<file path="config.mk">
export PLATFORM = sky130hd
export DESIGN_NAME = tdp_bist_ctrl
export DESIGN_NICKNAME = d
export VERILOG_FILES = /design/src/rtl/tdp_bist_pkg.sv /design/src/rtl/tdp_bist_cmp.sv /design/src/rtl/tdp_bist_ctrl.sv
export SDC_FILE = /design/constraint.sdc
export NUM_CORES = 1
export LEC_CHECK = 0
export BUFFER_PORTS_ARGS = -buffer_cell sky130_fd_sc_hd__buf_2
export CAP_MARGIN = 15
export CELL_PAD_IN_SITES_DETAIL_PLACEMENT = 1
export CELL_PAD_IN_SITES_GLOBAL_PLACEMENT = 1
export CORE_AREA = 8 8 399 401
export DETAILED_ROUTE_END_ITERATION = 10
export DIE_AREA = 0 0 407 409
export GPL_ROUTABILITY_DRIVEN = 0
export PLACE_DENSITY_LB_ADDON = 0.1
export SYNTH_ARGS = -nofsm -noshare
export SYNTH_HDL_FRONTEND = slang
export SYNTH_SLANG_ARGS = --single-unit
</file>
<file path="constraint.sdc">
create_clock -name clk -period 11.9 [get_ports clk]
set_clock_uncertainty 0.1 [all_clocks]
set_input_delay 1.19 -clock clk [delete_from_list [all_inputs] [get_ports clk]]
set_output_delay 1.19 -clock clk [all_outputs]
set_load 0.02 [all_outputs]
</file>
<file path="src/rtl/tdp_bist_pkg.sv">
// Shared types and pattern generator for the dual-port RAM BIST sequencer.
package tdp_bist_pkg;

    typedef enum logic [2:0] {
        IDLE,
        WR_A,
        RD_B,
        WR_B,
        RD_A,
        FIN
    } bist_state_e;

    localparam logic [7:0]  PAT_BYTE  = 8'h55;
    localparam int unsigned PAT_MAX_W = 1024;

    // Widest supported pattern; callers size-cast down to their word width.
    function automatic logic [PAT_MAX_W-1:0] bist_pattern(input logic [15:0] addr,
                                                         input logic        inv);
        logic [PAT_MAX_W-1:0] p;
        p = {(PAT_MAX_W/8){PAT_BYTE}} ^ {{(PAT_MAX_W-16){1'b0}}, addr};
        return inv ? ~p : p;
    endfunction

endpackage

</file>
<file path="src/rtl/tdp_bist_cmp.sv">
// Read-data checker: registers the expected word/address alongside the RAM
// read latency, then compares the returned word from the active port.
module tdp_bist_cmp
    import tdp_bist_pkg::*;
#(
    parameter int unsigned DATA_W = 256,
    parameter int unsigned ADDR_W = 4
) (
    input  logic              clk,
    input  logic              rst,
    input  logic              rd_vld_i,
    input  logic              rd_phase_i,
    input  logic [ADDR_W-1:0] rd_addr_i,
    input  logic [DATA_W-1:0] doutA_i,
    input  logic [DATA_W-1:0] doutB_i,
    output logic              mismatch_o,
    output logic [ADDR_W-1:0] mis_addr_o,
    output logic              mis_phase_o
);

    logic              vld_q;
    logic              phase_q;
    logic [ADDR_W-1:0] addr_q;
    logic [DATA_W-1:0] exp_q;
    logic [DATA_W-1:0] rdata;

    always_ff @(posedge clk) begin
        if (rst) begin
            vld_q   <= 1'b0;
            phase_q <= 1'b0;
            addr_q  <= '0;
            exp_q   <= '0;
        end else begin
            vld_q   <= rd_vld_i;
            phase_q <= rd_phase_i;
            addr_q  <= rd_addr_i;
            exp_q   <= DATA_W'(bist_pattern(16'(rd_addr_i), rd_phase_i));
        end
    end

    always_comb begin
        rdata       = phase_q ? doutA_i : doutB_i;
        mismatch_o  = vld_q && (rdata != exp_q);
        mis_addr_o  = addr_q;
        mis_phase_o = phase_q;
    end

endmodule

</file>
<file path="src/rtl/tdp_bist_ctrl.sv">
// BIST sequencer for the true dual-port RAM: write A / read B, then write
// complement on B / read A, reporting pass, miscompare count and first failure.
module tdp_bist_ctrl
    import tdp_bist_pkg::*;
#(
    parameter int unsigned DATA_W = 256,
    parameter int unsigned ADDR_W = 4,
    parameter int unsigned DEPTH  = 10
) (
    input  logic              clk,
    input  logic              rst,
    input  logic              start,
    output logic              busy,
    output logic              done,
    output logic              pass,
    output logic [7:0]        fail_count,
    output logic [ADDR_W-1:0] first_fail_addr,
    output logic              first_fail_phase,
    output logic              weA,
    output logic              weB,
    output logic [ADDR_W-1:0] addrA,
    output logic [ADDR_W-1:0] addrB,
    output logic [DATA_W-1:0] dinA,
    output logic [DATA_W-1:0] dinB,
    input  logic [DATA_W-1:0] doutA,
    input  logic [DATA_W-1:0] doutB
);

    localparam int unsigned      CNT_W     = ADDR_W + 1;
    localparam logic [CNT_W-1:0] CNT_LAST  = CNT_W'(DEPTH - 1);
    localparam logic [CNT_W-1:0] CNT_DRAIN = CNT_W'(DEPTH);

    bist_state_e       state_q, state_d;
    logic [CNT_W-1:0]  cnt_q, cnt_d;
    logic [ADDR_W-1:0] addr;
    logic              rd_vld, rd_phase;
    logic              mismatch, mis_phase;
    logic [ADDR_W-1:0] mis_addr;

    logic [7:0]        fail_cnt_q, fail_cnt_d;
    logic [ADDR_W-1:0] ffa_q, ffa_d;
    logic              ffp_q, ffp_d;
    logic              pass_q, pass_d;

    always_ff @(posedge clk) begin
        if (rst) begin
            state_q <= IDLE;
            cnt_q   <= '0;
        end else begin
            state_q <= state_d;
            cnt_q   <= cnt_d;
        end
    end

    always_comb begin
        state_d = state_q;
        cnt_d   = cnt_q + 1'b1;
        unique case (state_q)
            IDLE: begin
                cnt_d = '0;
                if (start) state_d = WR_A;
            end
            WR_A: if (cnt_q == CNT_LAST)  begin state_d = RD_B; cnt_d = '0; end
            RD_B: if (cnt_q == CNT_DRAIN) begin state_d = WR_B; cnt_d = '0; end
            WR_B: if (cnt_q == CNT_LAST)  begin state_d = RD_A; cnt_d = '0; end
            RD_A: if (cnt_q == CNT_DRAIN) begin state_d = FIN;  cnt_d = '0; end
            FIN: begin
                state_d = IDLE;
                cnt_d   = '0;
            end
            default: begin
                state_d = IDLE;
                cnt_d   = '0;
            end
        endcase
    end

    always_comb begin
        addr     = cnt_q[ADDR_W-1:0];
        busy     = (state_q != IDLE);
        done     = (state_q == FIN);
        weA      = 1'b0;
        weB      = 1'b0;
        addrA    = '0;
        addrB    = '0;
        dinA     = '0;
        dinB     = '0;
        rd_vld   = 1'b0;
        rd_phase = 1'b0;
        unique case (state_q)
            WR_A: begin
                weA   = 1'b1;
                addrA = addr;
                dinA  = DATA_W'(bist_pattern(16'(addr), 1'b0));
            end
            RD_B: if (cnt_q != CNT_DRAIN) begin
                addrB  = addr;
                rd_vld = 1'b1;
            end
            WR_B: begin
                weB   = 1'b1;
                addrB = addr;
                dinB  = DATA_W'(bist_pattern(16'(addr), 1'b1));
            end
            RD_A: if (cnt_q != CNT_DRAIN) begin
                addrA    = addr;
                rd_vld   = 1'b1;
                rd_phase = 1'b1;
            end
            default: ;
        endcase
    end

    tdp_bist_cmp #(
        .DATA_W (DATA_W),
        .ADDR_W (ADDR_W)
    ) u_cmp (
        .clk         (clk),
        .rst         (rst),
        .rd_vld_i    (rd_vld),
        .rd_phase_i  (rd_phase),
        .rd_addr_i   (addr),
        .doutA_i     (doutA),
        .doutB_i     (doutB),
        .mismatch_o  (mismatch),
        .mis_addr_o  (mis_addr),
        .mis_phase_o (mis_phase)
    );

    // The last compare lands on the RD_A->FIN edge, so pass uses the updated count.
    always_comb begin
        fail_cnt_d = fail_cnt_q;
        ffa_d      = ffa_q;
        ffp_d      = ffp_q;
        pass_d     = pass_q;
        if (state_q == IDLE && start) begin
            fail_cnt_d = '0;
            ffa_d      = '0;
            ffp_d      = 1'b0;
            pass_d     = 1'b0;
        end else if (mismatch) begin
            if (fail_cnt_q != 8'hFF) fail_cnt_d = fail_cnt_q + 8'd1;
            if (fail_cnt_q == 8'd0) begin
                ffa_d = mis_addr;
                ffp_d = mis_phase;
            end
        end
        if (state_q == RD_A && cnt_q == CNT_DRAIN) pass_d = (fail_cnt_d == 8'd0);
    end

    always_ff @(posedge clk) begin
        if (rst) begin
            fail_cnt_q <= '0;
            ffa_q      <= '0;
            ffp_q      <= 1'b0;
            pass_q     <= 1'b0;
        end else begin
            fail_cnt_q <= fail_cnt_d;
            ffa_q      <= ffa_d;
            ffp_q      <= ffp_d;
            pass_q     <= pass_d;
        end
    end

    always_comb begin
        fail_count       = fail_cnt_q;
        first_fail_addr  = ffa_q;
        first_fail_phase = ffp_q;
        pass             = pass_q;
    end

endmodule

</file>
# Word level (Yosys, flattened, before mapping)
# Index checks and enable logic that the tools add are counted.
# word_totals
ff_bits	284
input_bits	515
out_inout_bits	538
elab_cells	72
# op_classes
addsub	2
n_eq_ne	15
mux	25
bitwise	4
reduce_logical	15
# ops
operator	n
$mux W256	2
$mux W255	2
$ne A256 B256 Y1	1
$not A255 Y256	1
$not A2 Y128	1
$mux W8	3
$logic_not A8 Y1	2
$pmux W4 S2	2
$mux W3	5
$pmux W3 S5	1
$eq A5 B4 Y1 const B	2
$mux W5	2
$ne A2 B2 Y1 const B	5
$pmux W5 S2	1
$reduce_or A2 Y1	5
$add A8 B1 Y8 const B	1
$ne A8 B8 Y1 const B	1
$eq A3 B2 Y1 const B	2
$eq A3 B3 Y1 const B	2
$mux W1	6
$add A5 B1 Y5 const B	1
$ne A5 B4 Y1 const B	1
$reduce_and A5 Y1	1
$mux W4	1
7 further kinds	10

# Longest topological paths before layout
# depth
depth_word	7
depth_mapped	15
mapped_depth_nobuf	10

# Modules after synthesis
# Synthesis repeated with hierarchy kept, for this count alone.
# hier_totals
cells_unflattened	1268
area_unflattened_um2	8932.3
# modules_own_cells
module	instances	cells_each	area_each_um2	seq_area_each_um2
tdp_bist_ctrl	1	672	5134.9	440.4
tdp_bist_cmp	1	596	3797.4	240.2

# Least setup slack after synthesis
# No wires, ideal clock.
# synth_timing
path_type	reg-to-output
start	register state_q[0]
end	output addrA[3]
t_arrival_ns	5.730
required_ns	10.610
path_slack_ns	4.880
path_stages_with_launch	6
n_path_buf	1
path_cell_list	dfxtp_1 -> clkbuf_1 -> nand2b_1 -> nor2_1 -> a21oi_1 -> nor2b_1
# synth_between
elab_chain_cells	2
elab_cells_between_ends	3
cone_classes	eq/ne: 2; mux: 1
# synth_lines
item	line_no	rtl
start, declared	tdp_bist_ctrl.sv:33	bist_state_e state_q, state_d;
start signal, assigned	tdp_bist_ctrl.sv:50	state_q <= state_d;
$eq A3 B3 Y1 or $eq A3 B1 Y1 (tied branches)	tdp_bist_ctrl.sv:90	unique case (state_q)
$pmux W4 S2 (*)	tdp_bist_ctrl.sv:90	
end, declared	tdp_bist_ctrl.sv:21	output logic [ADDR_W-1:0] addrA,
# Mark *: on every way between the ends. The rest lies on a longest branch, timed or not.

# Worst setup path in the final report
# layout_timing
start	register u_cmp.exp_q[252]
end	register pass_q (netlist: pass)
# layout_between
elab_chain_cells	6
# layout_lines
item	line_no	rtl
start, declared	tdp_bist_cmp.sv:24	logic [DATA_W-1:0] exp_q;
start signal, assigned	tdp_bist_cmp.sv:37	exp_q <= DATA_W'(bist_pattern(16'(rd_addr_i), rd_phase_i));
$ne A256 B256 Y1	tdp_bist_cmp.sv:43	mismatch_o = vld_q && (rdata != exp_q);
$logic_and A1 B1 Y1	tdp_bist_cmp.sv:43	
$mux W8	tdp_bist_ctrl.sv:141	end else if (mismatch) begin
$mux W8	tdp_bist_ctrl.sv:136	if (state_q == IDLE && start) begin
$logic_not A8 Y1	tdp_bist_ctrl.sv:148	if (state_q == RD_A && cnt_q == CNT_DRAIN) pass_d = (fail_cnt_d == 8'd0);
$mux W1	tdp_bist_ctrl.sv:148	
end signal, assigned	tdp_bist_ctrl.sv:161	pass_q <= pass_d;
end, declared	tdp_bist_ctrl.sv:43	logic pass_q, pass_d;
# Every way passes these cells.
# A chain may end at the register's enable or synchronous reset.

==> reports/metrics.yaml <==
run_status:
  status: "finished, final reports clean"
clocking:
  post_cts_buffers: 0
  clk_pin_slew_ns: 0.07
  cts.htree.levels: 2
  insertion_delay_ns: 0.31
  max-clock-path-buffers: 2
  clock_sinks: 34
  cts_root_buf: "clkbuf_16"
  numCtsBuffers: 5
  ctsResizeCount: 0
  ctsHoldBuffers: 0
  cts_tree: "yes"
global_route:
  top_usage_layer: "met2"
  met1_usage_pct: 7.52
  grt_max_degree: 130
  grt-ovfl-total: 0
  grt_pass1_wl_um: 90600
  grt_usage_pct: 7.63
  grt_pass1_vias: 11300
  grtUsageMet2_pct: 15.4
  antenna_found_initial: 60
  met3_usage_pct: 2.31
worst_setup_path:
  cp.arrival_ns: 4.83
  cp-end-kind: "register"
  start_kind: "register"
  crit_fanout: 53
  crit_required_ns: 11.99
  crit_type: "register to register"
synth:
  synth_top_family_by_area: "buffers and inverters"
  synthTopCellsByCount: "buf_4 (505), or4_1 (106), nand3_1 (88)"
  avgSynthCellArea_um2: 7.08
  ys_top_cells_by_area: "buf_4 (42%), or4_1 (8.9%), dfxtp_1 (7.6%)"
  ys_ff_latch: 34
  synth-adder-area-share_pct: 0.699
  synth.area.mux_share_pct: 5.93
  synthCells: 1264
  synth_cell_type_count: 52
  synthArstFlopShare_pct: 0
  synth_compound_area_share_pct: 7.24
  ys_warn_count: 0
  ys_seq_area_share_pct: 7.60
  synth_top_area_share_pct: 42.3
  syn_area_um2: 8950
  synth_xor_area_share_pct: 1.76
  synthFlopType: "dfxtp_1"
  yosysTopAreaCell: "buf_4"
  synth-simple-area-share_pct: 32.0
  yosysMostFrequentCell: "buf_4"
  synth_edf_count: 0
placement:
  place_inst: 3824
  place_area_um2: 12600
  dp_hpwl_um: 63300
  io_buffer_count: 800
timing:
  tightest_slew_ns: 1.06
  period_share_pct: 39.9
  hold_viol: 0
  fmax_mhz: 211
  period_minus_slack_ns: 4.75
  rsz0062_at_grt: "no"
  relSlewSlack_pct: 28.1
  slew_viol_final: 0
  finalSetupViolations: 0
  timing.hold.ws_ns: 0.392
  tns_ns: 0
cells_and_area:
  fin_util_pct: 8.38
  drive_above_1_share_pct: 46.3
  areaGrowthSynthToFinish_pct: 43.1
  design_area_um2: 12800
  fin_cells: 3860
  layout.nets: 2307
die:
  fp-row-count: 144
  dieArea_um2: 166000
  die_h_um: 409
  ioPinCount: 1053
  die_w_um: 407
  core_um2: 153000
  initial_core_util_pct: 5.85
routing:
  antenna_left: 0
  drtIter0Drc: 282
  firstDrtPassIters: 4
  drc: 0
  vias_per_cell: 2.68
  wl_per_cell_um: 17.9
  drt-total-wl_um: 69000
  via_count: 10400
power:
  p_int_w: 0.000305
  p_seq_share_pct: 20.2
  swShare_pct: 48.7
  switchingPower_w: 0.000289
  p_clk_share_pct: 24.3
  p_leak_nw: 6.05
  pwr-share-comb_pct: 55.4
  powerDensity_nw_per_um2: 46.3
  ir_drop_mv: 0.0497
hold_path:
  worstHoldPathType: "register to register"
flow_run:
  maxCapViolCount: 0
==> flip-flops by register name, summed over array words and instances (netlist names) <==
name	count
cnt_q	5
fail_count	8
first_fail_addr	4
first_fail_phase	1
pass	1
state_q	3
u_cmp.exp_q	6
u_cmp.mis_addr_o	4
u_cmp.mis_phase_o	1
u_cmp.vld_q	1
==> cell type report <==
| type | instances | area, µm² |
|---|---|---|
| fillers | 18700 | 140000 |
| well taps | 2044 | 2560 |
| clock buffers | 7 | 143 |
| clock inverters | 1 | 5.00 |
| inverters | 12 | 45.0 |
| diodes | 28 | 70.1 |
| multi-input cells | 925 | 5230 |
| repair buffers | 809 | 4070 |
| flip-flops and latches | 34 | 689 |
==> metal layers <==
metal  up-vias  part of all wire, %
met1      4744                   36
met5         -                 0.38
met2       582                   55
li1       4897                    -
met4        36                  1.5
met3        93                  7.8
==> cell families after synthesis <==
family	Yosys count
compound gates	106
xor+xnor	18
fa+ha+maj	5
buf+inv	556
flops	34
mux	53
other cells	1
simple gates	491
==> power groups by stage <==
stage	Clock (W)	Combinational, W	Sequential [W]
final	0.000145	0.000329	0.000120
after global routing	0.000158	0.000360	0.000121
after CTS	0.000158	0.000331	0.000120
after detailed placement	0	0.000330	0.000123
after global placement	0	0.000329	0.000123
after floorplan	0	0.000295	0.000119
==> metrics by stage <==
stage | total power [W] | worst slack, ns
floorplan | 0.000413 | 4.88
global placement | 0.000451 | 6.63
detailed placement | 0.000453 | 6.65
CTS | 0.000609 | 6.62
global route | 0.000639 | 6.52
finish | 0.000594 | 7.15
==> cells in the final DEF (no fill, tap or decap), drive strengths merged, types with 2 or more instances in the layout <==
| cell | count |
|---|---|
| inv | 12 |
| nor2 | 60 |
| nand2b | 3 |
| and4 | 4 |
| o21ai | 58 |
| nand3 | 88 |
| o31ai | 6 |
| xnor2 | 13 |
| dfxtp | 34 |
| diode | 28 |
| mux2i | 53 |
| or4 | 107 |
| a221o | 2 |
| and3 | 64 |
| a21oi | 11 |
| nor4 | 18 |
| o22ai | 3 |
| a211oi | 2 |
| xor2 | 5 |
| conb | 252 |
| nand4 | 75 |
| or3 | 8 |
| a31oi | 11 |
| nor3 | 27 |
| nor2b | 5 |
| nand2 | 24 |
| clkbuf | 7 |
| buf | 809 |
| ha | 5 |
| and2 | 5 |
==> critical path, cell delays in order, from the launching register on <==
cell and delay (ns):
dfxtp_4 0.49, buf_4 0.35, buf_4 0.32, or4_1 0.55, o21ai_0 0.55, nand4_1 0.23, nor4_1 0.46, o22a_1 0.53
a221o_1 0.48, nor4_1 0.11, o22ai_1 0.25, a2bb2oi_2 0.08
==> path summary, 6_finish.rpt <==
| check | startpoint | to | slack [ns] | depth (start not counted) |
|---|---|---|---|---|
| max | u_cmp.exp_q[252] | pass | 7.15 | 11 |
| max reg2reg | u_cmp.exp_q[252] | pass | 7.15 | 11 |
| min reg2reg | u_cmp.mis_addr_o[3] | first_fail_addr[3] | 0.39 | 2 |
| min | u_cmp.mis_addr_o[3] | first_fail_addr[3] | 0.39 | 2 |
No activity file was read; power rests on OpenSTA's default activity.
